===== config.mk =====
export PLATFORM = sky130hd
export DESIGN_NAME = fsm_seq_ctrl_flat
export DESIGN_NICKNAME = d
export VERILOG_FILES = /design/src/rtl/fsm_seq_pkg.sv /design/src/rtl/fsm_seq_ctrl_if.sv /design/src/rtl/fsm_seq_shreg.sv /design/src/rtl/fsm_seq_ctrl.sv /design/src/flat_wrapper.sv
export SDC_FILE = /design/constraint.sdc
export NUM_CORES = 1
export LEC_CHECK = 0
export BUFFER_PORTS_ARGS = -buffer_cell sky130_fd_sc_hd__buf_4
export CORE_ASPECT_RATIO = 0.8
export CORE_MARGIN = 4
export CORE_UTILIZATION = 45
export DETAILED_ROUTE_END_ITERATION = 8
export PLACE_DENSITY_LB_ADDON = 0.12
export SYNTH_ARGS = -nofsm -noshare
export SYNTH_HDL_FRONTEND = slang
export SYNTH_SLANG_ARGS = --single-unit
export TNS_END_PERCENT = 5

===== constraint.sdc =====
create_clock -name clk -period 3.2 [get_ports clk]
set_clock_uncertainty 0.15 [all_clocks]
set_input_delay 0.64 -clock clk [delete_from_list [all_inputs] [get_ports clk]]
set_output_delay 0.64 -clock clk [all_outputs]
set_load 0.05 [all_outputs]

===== src/rtl/fsm_seq_pkg.sv =====
// rtl/fsm_seq_pkg.sv - shared types, defaults and width helper for the FSM sequencer
package fsm_seq_pkg;

  typedef enum logic [2:0] {
    IDLE    = 3'd0,
    RST_FSM = 3'd1,
    DRIVE   = 3'd2,
    DRAIN   = 3'd3,
    DONE    = 3'd4
  } seq_state_t;

  localparam int DEF_N          = 16;
  localparam int DEF_RST_CYC    = 2;
  localparam int DEF_SAMPLE_DLY = 1;

  // $clog2 that never returns zero, so a one-bit range stays a legal vector
  function automatic int clog2w(input int x);
    return (x <= 2) ? 1 : $clog2(x);
  endfunction

endpackage


===== src/rtl/fsm_seq_ctrl_if.sv =====
// rtl/fsm_seq_ctrl_if.sv - control/status bus between test logic and the sequencer
interface fsm_seq_ctrl_if #(parameter int N = fsm_seq_pkg::DEF_N);

  localparam int LW = fsm_seq_pkg::clog2w(N + 1);
  localparam int FW = fsm_seq_pkg::clog2w(N);

  logic          start;
  logic          abort;
  logic [LW-1:0] len;
  logic [N-1:0]  pattern;
  logic [N-1:0]  exp_a;
  logic [N-1:0]  exp_b;
  logic          busy;
  logic          done;
  logic          pass;
  logic [LW-1:0] err_count;
  logic [FW-1:0] first_err;

  modport master (
    output start, abort, len, pattern, exp_a, exp_b,
    input  busy, done, pass, err_count, first_err
  );

  modport slave (
    input  start, abort, len, pattern, exp_a, exp_b,
    output busy, done, pass, err_count, first_err
  );

endinterface


===== src/rtl/fsm_seq_shreg.sv =====
// rtl/fsm_seq_shreg.sv - load/shift register presenting one bit per cycle, bit0 first
module fsm_seq_shreg #(
  parameter int N = 16
) (
  input  logic         clk,
  input  logic         rst,
  input  logic         load,
  input  logic         shift,
  input  logic [N-1:0] din,
  output logic         q
);

  logic [N-1:0] data;

  // capture on load, otherwise move the next bit into position 0 while shifting
  always_ff @(posedge clk or posedge rst) begin
    if (rst) begin
      data <= '0;
    end else if (load) begin
      data <= din;
    end else if (shift) begin
      data <= data >> 1;
    end
  end

  assign q = data[0];

endmodule


===== src/rtl/fsm_seq_ctrl.sv =====
// rtl/fsm_seq_ctrl.sv - drives an FSM's serial input from a pattern and checks its a/b outputs
module fsm_seq_ctrl
  import fsm_seq_pkg::*;
#(
  parameter int N          = DEF_N,
  parameter int RST_CYC    = DEF_RST_CYC,
  parameter int SAMPLE_DLY = DEF_SAMPLE_DLY
) (
  input  logic           clk,
  input  logic           rst,
  fsm_seq_ctrl_if.slave  ctl,
  input  logic           a,
  input  logic           b,
  output logic           M,
  output logic           fsm_rst
);

  localparam int LW   = clog2w(N + 1);
  localparam int FW   = clog2w(N);
  localparam int CMAX = (RST_CYC > SAMPLE_DLY) ? RST_CYC : SAMPLE_DLY;
  localparam int CW   = clog2w(CMAX + 1);

  seq_state_t    state, state_next;
  logic [LW-1:0] len_r, k, err_count, err_next, len_clamped;
  logic [FW-1:0] first_err;
  logic [CW-1:0] cyc;
  logic          pass_r;
  logic          accept, abort_run, pat_q, ea_q, eb_q;
  logic          busy_o, done_o;
  logic          v0, cmp_v, cmp_a, cmp_b, mismatch, err_sat;
  logic [FW-1:0] cmp_idx;

  assign accept      = (state == IDLE) && ctl.start && !ctl.abort;
  assign abort_run   = (state != IDLE) && ctl.abort;
  assign len_clamped = (ctl.len > LW'(N)) ? LW'(N) : ctl.len;

  fsm_seq_shreg #(.N(N)) u_pat (.clk(clk), .rst(rst), .load(accept), .shift(state == DRIVE), .din(ctl.pattern), .q(pat_q));
  fsm_seq_shreg #(.N(N)) u_ea  (.clk(clk), .rst(rst), .load(accept), .shift(state == DRIVE), .din(ctl.exp_a),   .q(ea_q));
  fsm_seq_shreg #(.N(N)) u_eb  (.clk(clk), .rst(rst), .load(accept), .shift(state == DRIVE), .din(ctl.exp_b),   .q(eb_q));

  // state register
  always_ff @(posedge clk or posedge rst) begin
    if (rst) begin
      state <= IDLE;
    end else begin
      state <= state_next;
    end
  end

  // next-state: abort overrides everything, otherwise walk reset -> drive -> drain -> done
  always_comb begin
    state_next = state;
    if (abort_run) begin
      state_next = IDLE;
    end else begin
      case (state)
        IDLE:    if (accept) state_next = RST_FSM;
        RST_FSM: if (cyc == CW'(RST_CYC - 1)) state_next = (len_r == '0) ? DONE : DRIVE;
        DRIVE:   if (k == len_r - LW'(1)) state_next = (SAMPLE_DLY == 0) ? DONE : DRAIN;
        DRAIN:   if (cyc == CW'(SAMPLE_DLY - 1)) state_next = DONE;
        DONE:    state_next = IDLE;
        default: state_next = IDLE;
      endcase
    end
  end

  // Moore outputs decoded from the current state
  always_comb begin
    M       = 1'b0;
    fsm_rst = 1'b0;
    busy_o  = 1'b0;
    done_o  = 1'b0;
    case (state)
      RST_FSM: begin fsm_rst = 1'b1; busy_o = 1'b1; end
      DRIVE:   begin M = pat_q;      busy_o = 1'b1; end
      DRAIN:   busy_o = 1'b1;
      DONE:    done_o = 1'b1;
      default: ;
    endcase
  end

  // length capture, per-state cycle counter and driven-bit index
  always_ff @(posedge clk or posedge rst) begin
    if (rst) begin
      len_r <= '0;
      cyc   <= '0;
      k     <= '0;
    end else begin
      if (accept) len_r <= len_clamped;
      if (state_next != state || state == IDLE) cyc <= '0;
      else                                      cyc <= cyc + CW'(1);
      if (accept)              k <= '0;
      else if (state == DRIVE) k <= k + LW'(1);
    end
  end

  assign v0 = (state == DRIVE);

  generate
    if (SAMPLE_DLY == 0) begin : g_nodly
      assign cmp_v   = v0;
      assign cmp_a   = ea_q;
      assign cmp_b   = eb_q;
      assign cmp_idx = k[FW-1:0];
    end else begin : g_dly
      logic [SAMPLE_DLY-1:0] dv, da, db;
      logic [FW-1:0]         di [SAMPLE_DLY];

      // align expected bits and their index with the FSM's output latency; flushed on start
      always_ff @(posedge clk or posedge rst) begin
        if (rst) begin
          dv <= '0;
          da <= '0;
          db <= '0;
          for (int i = 0; i < SAMPLE_DLY; i++) di[i] <= '0;
        end else if (accept) begin
          dv <= '0;
        end else begin
          dv[0] <= v0;
          da[0] <= ea_q;
          db[0] <= eb_q;
          di[0] <= k[FW-1:0];
          for (int i = 1; i < SAMPLE_DLY; i++) begin
            dv[i] <= dv[i-1];
            da[i] <= da[i-1];
            db[i] <= db[i-1];
            di[i] <= di[i-1];
          end
        end
      end

      assign cmp_v   = dv[SAMPLE_DLY-1];
      assign cmp_a   = da[SAMPLE_DLY-1];
      assign cmp_b   = db[SAMPLE_DLY-1];
      assign cmp_idx = di[SAMPLE_DLY-1];
    end
  endgenerate

  assign mismatch = cmp_v && (state == DRIVE || state == DRAIN) && !ctl.abort &&
                    ((a != cmp_a) || (b != cmp_b));
  assign err_sat  = (err_count == LW'(N));
  assign err_next = (mismatch && !err_sat) ? err_count + LW'(1) : err_count;

  // result registers: cleared on start, updated per compare, verdict latched entering DONE
  always_ff @(posedge clk or posedge rst) begin
    if (rst) begin
      err_count <= '0;
      first_err <= '0;
      pass_r    <= 1'b0;
    end else if (accept) begin
      err_count <= '0;
      first_err <= '0;
      pass_r    <= 1'b0;
    end else if (abort_run) begin
      pass_r    <= 1'b0;
    end else begin
      err_count <= err_next;
      if (mismatch && err_count == '0) first_err <= cmp_idx;
      if (state_next == DONE) pass_r <= (err_next == '0);
    end
  end

  assign ctl.busy      = busy_o;
  assign ctl.done      = done_o;
  assign ctl.pass      = pass_r;
  assign ctl.err_count = err_count;
  assign ctl.first_err = first_err;

endmodule


===== src/flat_wrapper.sv =====
// flat-port wrapper written by rule: the top's interface ports become plain ports
module fsm_seq_ctrl_flat import fsm_seq_pkg::*;
#(
  parameter int N          = DEF_N,
  parameter int RST_CYC    = DEF_RST_CYC,
  parameter int SAMPLE_DLY = DEF_SAMPLE_DLY
)
  (clk, rst, a, b, M, fsm_rst, ctl_start, ctl_abort, ctl_len, ctl_pattern, ctl_exp_a, ctl_exp_b, ctl_busy, ctl_done, ctl_pass, ctl_err_count, ctl_first_err);
  fsm_seq_ctrl_if #(.N(N)) ctl_i ();
  input  logic clk;
  input  logic rst;
  input  logic a;
  input  logic b;
  output logic M;
  output logic fsm_rst;
  input wire logic [$bits(ctl_i.start)-1:0] ctl_start;
  input wire logic [$bits(ctl_i.abort)-1:0] ctl_abort;
  input wire logic [$bits(ctl_i.len)-1:0] ctl_len;
  input wire logic [$bits(ctl_i.pattern)-1:0] ctl_pattern;
  input wire logic [$bits(ctl_i.exp_a)-1:0] ctl_exp_a;
  input wire logic [$bits(ctl_i.exp_b)-1:0] ctl_exp_b;
  output wire logic [$bits(ctl_i.busy)-1:0] ctl_busy;
  output wire logic [$bits(ctl_i.done)-1:0] ctl_done;
  output wire logic [$bits(ctl_i.pass)-1:0] ctl_pass;
  output wire logic [$bits(ctl_i.err_count)-1:0] ctl_err_count;
  output wire logic [$bits(ctl_i.first_err)-1:0] ctl_first_err;
  assign ctl_i.start = ctl_start;
  assign ctl_i.abort = ctl_abort;
  assign ctl_i.len = ctl_len;
  assign ctl_i.pattern = ctl_pattern;
  assign ctl_i.exp_a = ctl_exp_a;
  assign ctl_i.exp_b = ctl_exp_b;
  assign ctl_busy = ctl_i.busy;
  assign ctl_done = ctl_i.done;
  assign ctl_pass = ctl_i.pass;
  assign ctl_err_count = ctl_i.err_count;
  assign ctl_first_err = ctl_i.first_err;
  fsm_seq_ctrl #(.N(N), .RST_CYC(RST_CYC), .SAMPLE_DLY(SAMPLE_DLY)) u_core (.clk(clk), .rst(rst), .ctl(ctl_i), .a(a), .b(b), .M(M), .fsm_rst(fsm_rst));
endmodule

==> results by group <==
Outcome
  • Run status: finished clean

Timing
  • Fin crit period: 2.61 ns
  • Peak Freq: 383 MHz
  • Slew headroom: 57.4%
  • Unrepaired setup endpoints after global routing: false
  • Setup Viol. Count Final: 0
  • Fin. max-slew vios: 0
  • Worst slew pin tran: 0.631 ns
  • Final worst path period share: 81.5%
  • Setup tns final: 0 ns
  • Fin. Hold Viols: 0

Pwr
  • Sequential power share: 50.5%
  • Worst vdd ir: around 0.00033 V
  • Combinational share of power: 25.1%
  • Switching part of the total: 33.7%
  • Leak: around 2.3 nW
  • Clock network power share: 24.4%
  • Switching pwr: approximately 0.0011 W
  • Pwr Density: 681 mW/mm2
  • Internal Pwr Total: 0.00207 W

Detailed routing
  • DR pass1 iterations: 4
  • DRT iter0 DRCs: ~140
  • Vias: 3023
  • Wire per inst: 14.5 um
  • Residual DRC: 0
  • Routed WL: approximately 8300 um
  • ANT nets after route: 0
  • Via density: 5.26

CTS
  • Root Buffer: clkbuf_8
  • Clock Sinks: 80
  • CTS Buffer Depth: 2
  • Clock-pin slew of the registers on the worst-case setup and hold paths: 0.09 ns
  • CTS Buf Count: 9
  • Clk_lat worst skew: 0.35 ns
  • CTS tree: done
  • Hold Buf Count CTS: 0
  • Post-CTS Setup Inserts: 0
  • CTS H-tree depth: 3
  • Post_cts resized: 0

Finish
  • Final #Nets: roughly 530
  • Diode count: 0
  • # fillers: 708
  • Synth-to-Final Area Change: 21.8%
  • Final non-filler cell total: 575
  • Share of cells above drive strength 1: between 20% and 30%
  • Final core occ: 57.2%

Floorplan
  • DIE AREA: around 0.0099 mm2
  • Row cnt: 29
  • Core area: 0.00802 mm2
  • Initial core utilization: 46.9%
  • Chip Height: 89.8 um
  • I/O pin count: 73
  • Die Span X: 110 um

Setup path
  • CP Launch Point: u_core.state[2]
  • Slowest CP cell: or3b_1
  • Setup CP Type: flop to primary output
  • Crit. End Element: primary output
  • CP max stage delay: 0.53 ns
  • Crit path capture: M
  • Crit path launch type: flop
  • Reg-to-reg critical path startpoint: u_core.state[2]
  • CP top delay family: simple AND/OR/NAND/NOR gates
  • Cell count along the critical path: 4
  • Reg2reg end: u_core.u_eb.data[13]
  • Worst Path Arrival: around 1.8 ns
  • Worst r2r path cells: 7
  • Worst reg-to-reg setup slack: 0.75 ns
  • Max FO, Critical Path: 10
  • Crit-path cells: or3b_1, inv_2, and2_1, buf_4
  • Crit path buf inv count: 2
  • Critical Path RT: 2.41 ns

Logic synthesis
  • Post-synth EDFFs: 0
  • Yosys reg bits: 80
  • Post-Synthesis Cell Area: 0.00376 mm2
  • Syn nets: ~460
  • Async SR Flop Fraction: 100%
  • Top FF cell, synth: dfrtp_1
  • Number of distinct library cells after synthesis: 42
  • Seq/Total Area, Yosys: 53.2%
  • Syn_area_per_cell: 9.45 um2
  • Synth Instances: 398
  • Warnings from Yosys: 0

Flow run
  • Count of maximum capacitance violations: 0

Hold path
  • Hold Path Class: primary input to asynchronous set/reset pin

GRT
  • Number of global-route vias before repair: 2861
  • Gr ovfl total: 0
  • First-pass GRT wire length: 13900 um
  • Initial antenna violation count: 0
  • Overall Global Routing Usage: between 10% and 20%
  • Largest net degree at the start of global routing: 53

Placed design
  • Dpl cells: 559
  • Buffers on Ports: 72
  • Routability congestion estimate: 0.847
  • Detailed placer's ending HPWL: about 5700 um
flip-flops by register name, indices dropped and copies added (netlist names):
register and flops:
u_core.cmp_a 1, u_core.cmp_b 1, u_core.cmp_idx 4, u_core.cmp_v 1
u_core.ctl.err_count 5, u_core.ctl.first_err 4, u_core.ctl.pass 1, u_core.cyc 2
u_core.k 5, u_core.len_r 5, u_core.state 3, u_core.u_ea.data 16
u_core.u_eb.data 16, u_core.u_pat.data 16
placed cells by master, fill, tap and decap left out, types with 6 or more instances in the layout:
cell / n
ha_1: 6
inv_1: 14
buf_4: 76
mux2i_1: 6
nor2_1: 10
o21ai_0: 16
a22oi_1: 45
clkbuf_8: 10
dfrtp_1: 80
xor2_1: 7
nand3_1: 14
nand2_1: 124
how the worst min path moves through the flow:
stage	slack [ns]	endpoint
3_5_place_dp	0.31	u_core.u_ea.data[3]
4_1_cts	0.19	u_core.u_ea.data[12]
2_1_floorplan	0.29	u_core.u_pat.data[0]
3_3_place_gp	0.31	u_core.u_ea.data[3]
6_report	0.18	u_core.u_ea.data[12]
5_1_grt	0.21	u_core.u_ea.data[12]
cell type report:
class	count	area (um2)	share of cell area, %
clock buffer	10	138	3.00
clock inverter	6	68.8	1.50
inverter	16	61.3	1.34
multi-input combinational	278	1590	34.7
sequential	80	2000	43.7
tap	108	135	2.95
timing repair buffer	77	591	12.9
layer usage:
metal / global-route usage (%) / routed length [um] / vias up
met5: 0 / 0 / -
met4: 3.79 / 61 / 0
met3: 5.80 / 507 / 6
met2: 24.6 / 3730 / 82
met1: 26.6 / 4010 / 1442
li1: - / - / 1493
through the flow:
step	setup WS [ns]	hold slack, ns	instance area (um2)	power (W)
global placement	0.772	0.309	4380	0.00235
global route	0.493	0.212	4580	0.00336
detailed placement	0.738	0.313	4380	0.00238
finish	0.591	0.181	4580	0.00312
floorplan	0.358	0.288	3760	0.00214
CTS	0.569	0.188	4580	0.00315
cell families (layout without fill, tap and decap cells):
logic type | count (synthesis) | count (layout) | share of synthesized area (%)
AND/OR/NAND/NOR | 180 | 180 | 21.2
flip-flops | 80 | 80 | 53.2
AO/OA/AOI/OAI | 75 | 75 | 14.7
buffers and inverters | 40 | 109 | 4.79
XOR/XNOR | 11 | 11 | 2.56
adder cells (fa/ha/maj) | 6 | 6 | 2.00
multiplexers | 6 | 6 | 1.60
Yosys cell counts (2+ instances only):
master    number  area share, %
nand2_1      124             12
dfrtp_1       80             53
a22oi_1       45            9.0
clkbuf_1      18            1.8
o21ai_0       16            2.1
inv_1         15            1.5
nand3_1       14            1.9
nor2_1        11            1.1
xor2_1         7            1.6
ha_1           6            2.0
mux2i_1        6            1.6
nor3_1         5           0.67
buf_4          4           0.80
nand3b_1       4           0.80
xnor2_1        4           0.93
and3_1         3           0.50
a211oi_1       2           0.40
a32oi_1        2           0.47
buf_6          2           0.60
nand2b_1       2           0.33
nand4_1        2           0.33
nor2b_1        2           0.33
nor3b_1        2           0.40
nor4b_1        2           0.47
o211ai_1       2           0.40
o31ai_1        2           0.40
power groups by stage:
stage	Clock, W	Sequential, W	Combinational, W
6_report	0.000761	0.00158	0.000783
5_1_grt	0.000828	0.00162	0.000911
4_1_cts	0.000777	0.00158	0.000796
3_5_place_dp	0	0.00159	0.000792
3_3_place_gp	0	0.00159	0.000764
2_1_floorplan	0	0.00153	0.000609
No activity file was read; power rests on OpenSTA's default activity.
